**src/rtl/lcd_byte_seq.sv**
```systemverilog
// HD44780 byte sequencer: runs the 4-command init, then sends one application
// byte per enable period, gating the generator's enable onto the panel.
module lcd_byte_seq (
    input  logic       clk,
    input  logic       rst,
    input  logic       en,
    output logic       init_en,
    input  logic       wr_valid,
    input  logic       wr_rs,
    input  logic [7:0] wr_data,
    output logic       wr_ready,
    output logic       tx_done,
    output logic       init_done,
    output logic       LCD_EN,
    output logic       LCD_RS,
    output logic       LCD_RW,
    output logic [7:0] LCD_DATA
);

    localparam logic [7:0] FUNC_SET   = 8'h38;
    localparam logic [7:0] DISP_CTRL  = 8'h0C;
    localparam logic [7:0] CLEAR      = 8'h01;
    localparam logic [7:0] ENTRY_MODE = 8'h06;

    typedef enum logic [1:0] {START, INIT, RUN} state_t;

    state_t      state;
    logic        en_d;
    logic        fe;
    logic        active;
    logic [1:0]  idx;
    logic        hold_valid;
    logic        hold_rs;
    logic [7:0]  hold_data;
    logic        accept;

    assign fe       = en_d & ~en;
    assign wr_ready = (state == RUN) & ~hold_valid;
    assign accept   = wr_valid & wr_ready;
    assign init_en  = 1'b1;
    assign LCD_RW   = 1'b0;
    // active only moves on fe cycles, so the gated enable cannot glitch
    assign LCD_EN   = en & active;

    always_ff @(posedge clk) begin
        if (rst) begin
            state      <= START;
            en_d       <= 1'b1;
            active     <= 1'b0;
            idx        <= '0;
            tx_done    <= 1'b0;
            init_done  <= 1'b0;
            LCD_RS     <= 1'b0;
            LCD_DATA   <= '0;
            hold_valid <= 1'b0;
            hold_rs    <= 1'b0;
            hold_data  <= '0;
        end else begin
            en_d    <= en;
            tx_done <= 1'b0;
            case (state)
                START: begin
                    if (fe) begin
                        LCD_RS   <= 1'b0;
                        LCD_DATA <= FUNC_SET;
                        active   <= 1'b1;
                        idx      <= 2'd1;
                        state    <= INIT;
                    end
                end
                INIT: begin
                    if (fe) begin
                        tx_done <= 1'b1;
                        idx     <= idx + 2'd1;
                        case (idx)
                            2'd1: begin LCD_RS <= 1'b0; LCD_DATA <= DISP_CTRL;  end
                            2'd2: begin LCD_RS <= 1'b0; LCD_DATA <= CLEAR;      end
                            2'd3: begin LCD_RS <= 1'b0; LCD_DATA <= ENTRY_MODE; end
                            default: begin
                                // holding register is always empty on entry to RUN,
                                // so the RUN load rule reduces to releasing the slot
                                init_done <= 1'b1;
                                active    <= 1'b0;
                                state     <= RUN;
                            end
                        endcase
                    end
                end
                RUN: begin
                    if (fe) begin
                        tx_done <= active;
                        if (hold_valid) begin
                            LCD_RS     <= hold_rs;
                            LCD_DATA   <= hold_data;
                            active     <= 1'b1;
                            hold_valid <= 1'b0;
                        end else begin
                            active <= 1'b0;
                        end
                    end
                    if (accept) begin
                        hold_rs    <= wr_rs;
                        hold_data  <= wr_data;
                        hold_valid <= 1'b1;
                    end
                end
                default: state <= START;
            endcase
        end
    end

endmodule

```
**config.mk**
```make
export PLATFORM = sky130hd
export DESIGN_NAME = lcd_byte_seq
export DESIGN_NICKNAME = d
export VERILOG_FILES = /design/src/rtl/lcd_byte_seq.sv
export SDC_FILE = /design/constraint.sdc
export NUM_CORES = 1
export LEC_CHECK = 0
export ABC_AREA = 1
export CAP_MARGIN = 0
export CORE_ASPECT_RATIO = 0.75
export CORE_UTILIZATION = 30
export DETAILED_ROUTE_END_ITERATION = 12
export MAX_ROUTING_LAYER = met4
export PLACE_DENSITY = 0.59
export SLEW_MARGIN = 20
export SYNTH_ARGS = -nofsm -noshare
export SYNTH_HDL_FRONTEND = slang
export SYNTH_SLANG_ARGS = --single-unit
export TNS_END_PERCENT = 10
```
**constraint.sdc**
```tcl
create_clock -name clk -period 1.6 [get_ports clk]
set_input_delay 0.32 -clock clk [delete_from_list [all_inputs] [get_ports clk]]
set_output_delay 0.32 -clock clk [all_outputs]
set_load 0.01 [all_outputs]
```
==> impl_metrics.env <==
export IMPL_powerDensity_nw_per_um2=1743
export IMPL_vias_per_cell=4.250
export IMPL_yosys_area_top_type="dfxtp_1"
export IMPL_ys_types=23
export IMPL_fin_area_um2=1887
export IMPL_clockBufferDepth=2
export IMPL_grt_usage_pct=13.16
export IMPL_die_y_um=61.82
export IMPL_setup_viol=0
export IMPL_clk_latency_ns=0.27
export IMPL_floorplan_rows=21
export IMPL_core_um2=4519
export IMPL_gp_congestion=0.8561
export IMPL_yosysWarnings=0
export IMPL_fin_worst_skew_ns=0.003689
export IMPL_port_buffers=25
export IMPL_ys_seq_area_share_pct=37.76
export IMPL_wl_per_cell_um=10.45
export IMPL_utilization_pct=41.75
export IMPL_timing_max_cap_violations=0
export IMPL_leakage_nw=0.8324
export IMPL_num_io_pins=28
export IMPL_syn_nets=222
export IMPL_routed_wl_um=3052
export IMPL_cts_root_buffer="clkbuf_8"
export IMPL_worstSetupStartpointType="flop"
export IMPL_final_max_slew_violation_count=0
export IMPL_ys_seq_elements=27
export IMPL_htreeDepth=1
export IMPL_ctsHoldBuffers=0
export IMPL_status="complete, no violations"
export IMPL_drt_iter0_drc=85
export IMPL_whs_ns=0.4589
export IMPL_drive_gt1_share_pct=17.02
export IMPL_synth_top_cell_area_share_pct=37.76
export IMPL_die_w_um=81.76
export IMPL_worst_setup_path_end_kind="flop"
export IMPL_arrival_ns=1.72
export IMPL_syn2layout_area_growth_pct=31.82
export IMPL_cp_max_fo=8
export IMPL_min_path_type="reg -> reg"
export IMPL_ir_drop_uv=1018
export IMPL_syn_area_per_cell_um2=7.266
export IMPL_path_clk_slew_ns=0.09
export IMPL_synth_area_leaders="dfxtp_1 38%, ha_1 10%, nand2_1 8.1%, nor2_1 8.1%, a21oi_1 7.0%"
export IMPL_via_count=1241
export IMPL_dieArea_um2=5054
export IMPL_reg2reg_slack_ns=0.06
export IMPL_synth_cell_area_um2=1431
export IMPL_firstDrtPassIters=4
export IMPL_p_total_mw=3.288
export IMPL_fmax_ghz=0.6482
export IMPL_grt_max_degree=19
export IMPL_grt_overflow=0
export IMPL_place_hpwl_um=2317
export IMPL_cts_buffers=3
export IMPL_antenna_found_initial=0
export IMPL_final_fill_count=476
export IMPL_initial_utilization_pct=31.67
export IMPL_fin_crit_sh_pct=96.42
export IMPL_num_antenna_cells=0
export IMPL_drc=0
export IMPL_hold_violations=0
export IMPL_critPathKind="reg -> reg"
export IMPL_cts_tree="yes"
export IMPL_period_minus_slack_ns=1.543
export IMPL_grt_setup_unrepaired="true"
export IMPL_grt_pass1_wl_um=4816
export IMPL_first_global_vias=1042
export IMPL_postSynthCellCount=197
export IMPL_nNetsFinal=261
export IMPL_placed_area_um2=1780
export IMPL_antenna_left=0
export IMPL_required_ns=1.78
export IMPL_cts_sinks=27
-- kinds of logic after synthesis --
logic type | synth area share, %
other | 0.5247
adders and majority gates | 10.49
AOI/OAI and AO/OA | 14.51
DFF | 37.76
buffers and inverters | 11.45
and+or+nand+nor | 25.26
-- registers in the layout (all words and copies together), names as in the netlist --
register,count
hold_rs,1
tx_done,1
idx,2
LCD_RS,1
init_done,1
hold_data,8
active,1
LCD_DATA,8
hold_valid,1
en_d,1
state,2
-- cell usage after synthesis, drive strengths merged --
cell and n:
o22ai 1, clkbuf 2, buf 7, ha 12
nor2 32, inv 27, nor3 4, o21bai 1
nand2 37, a21oi 21, nand4 1, dfxtp 27
nand3 6, conb 2, o21ai 17
-- metal layers --
| metal | routed length, µm | vias up | track usage (%) | share of wire (%) |
|---|---|---|---|---|
| li1 | - | 685 | - | - |
| met1 | 1695 | 529 | 18.63 | 56 |
| met2 | 1213 | 22 | 18.77 | 40 |
| met3 | 122 | 5 | 3.066 | 4.0 |
| met4 | 21 | 0 | 3.008 | 0.69 |
| met5 | 0 | - | - | 0 |
-- final cells by class --
cell class	count	area (µm²)	share of cell area [%]
flip-flops and latches	27	543.0	28.78
clock buffers	4	45.04	2.387
inverters	27	101.3	5.371
multi-input cells	134	739.5	39.19
well taps	57	71.32	3.780
repair buffers	43	386.6	20.49
-- metrics by stage --
stage | std cells | setup WS (ns) | TNS, ns
detailed placement | 282 | -0.1417 | -1.178
global placement | 282 | -0.1379 | -1.192
finish | 292 | 0.05730 | 0
global route | 292 | -0.03349 | -0.1791
floorplan | 197 | 0.06869 | 0
CTS | 286 | 0.02019 | 0
-- cell usage in the layout, fill, tap and decap left out, types with 2 or more instances in the layout --
cell / count
clkbuf_8: 3
nand3_1: 6
dfxtp_1: 25
nor2_1: 31
o21ai_1: 3
o21ai_0: 14
ha_2: 2
dfxtp_2: 2
buf_4: 16
nand2_1: 31
nand2_4: 3
ha_1: 10
clkdlybuf4s50_1: 23
buf_6: 2
conb_1: 2
nor3_1: 4
nand2_2: 3
a21oi_1: 20
inv_1: 21
inv_2: 6
-- power by group --
part,internal [mW],leakage (nW),switching (mW)
registers,0.856,0.222,0.0996
logic,0.894,0.588,1.05
clock network,0.179,0.0228,0.210
-- worst paths after layout --
check / startpoint / end / depth (start not counted)
hold reg to reg: hold_data[7]$_SDFFE_PP0P_ / hold_data[7]$_SDFFE_PP0P_ / 2
hold / removal: hold_data[7]$_SDFFE_PP0P_ / hold_data[7]$_SDFFE_PP0P_ / 2
setup reg to reg: state[0]$_SDFFE_PP0P_ / LCD_DATA[4]$_SDFFE_PP0P_ / 11
setup / recovery: state[0]$_SDFFE_PP0P_ / LCD_DATA[4]$_SDFFE_PP0P_ / 11
-- repair_timing --
item | 4_1_cts | 5_1_grt
cloned | 0 | 0
gates resized for setup | 3 | 12
setup buffers | 0 | 6
setup endpoints to repair | 2 | 19
pin swaps | 0 | 4
-- critical path: stages (launching register included) --
cell	delay, ns
dfxtp_2	0.33
buf_4	0.14
ha_1	0.22
inv_2	0.08
nand2_2	0.08
nand2_4	0.10
nand2_4	0.07
nor2_8	0.15
buf_6	0.15
nand2_1	0.05
nand2_1	0.05
nor2_1	0.03
Note: power is estimated with default switching activity, not from simulation.
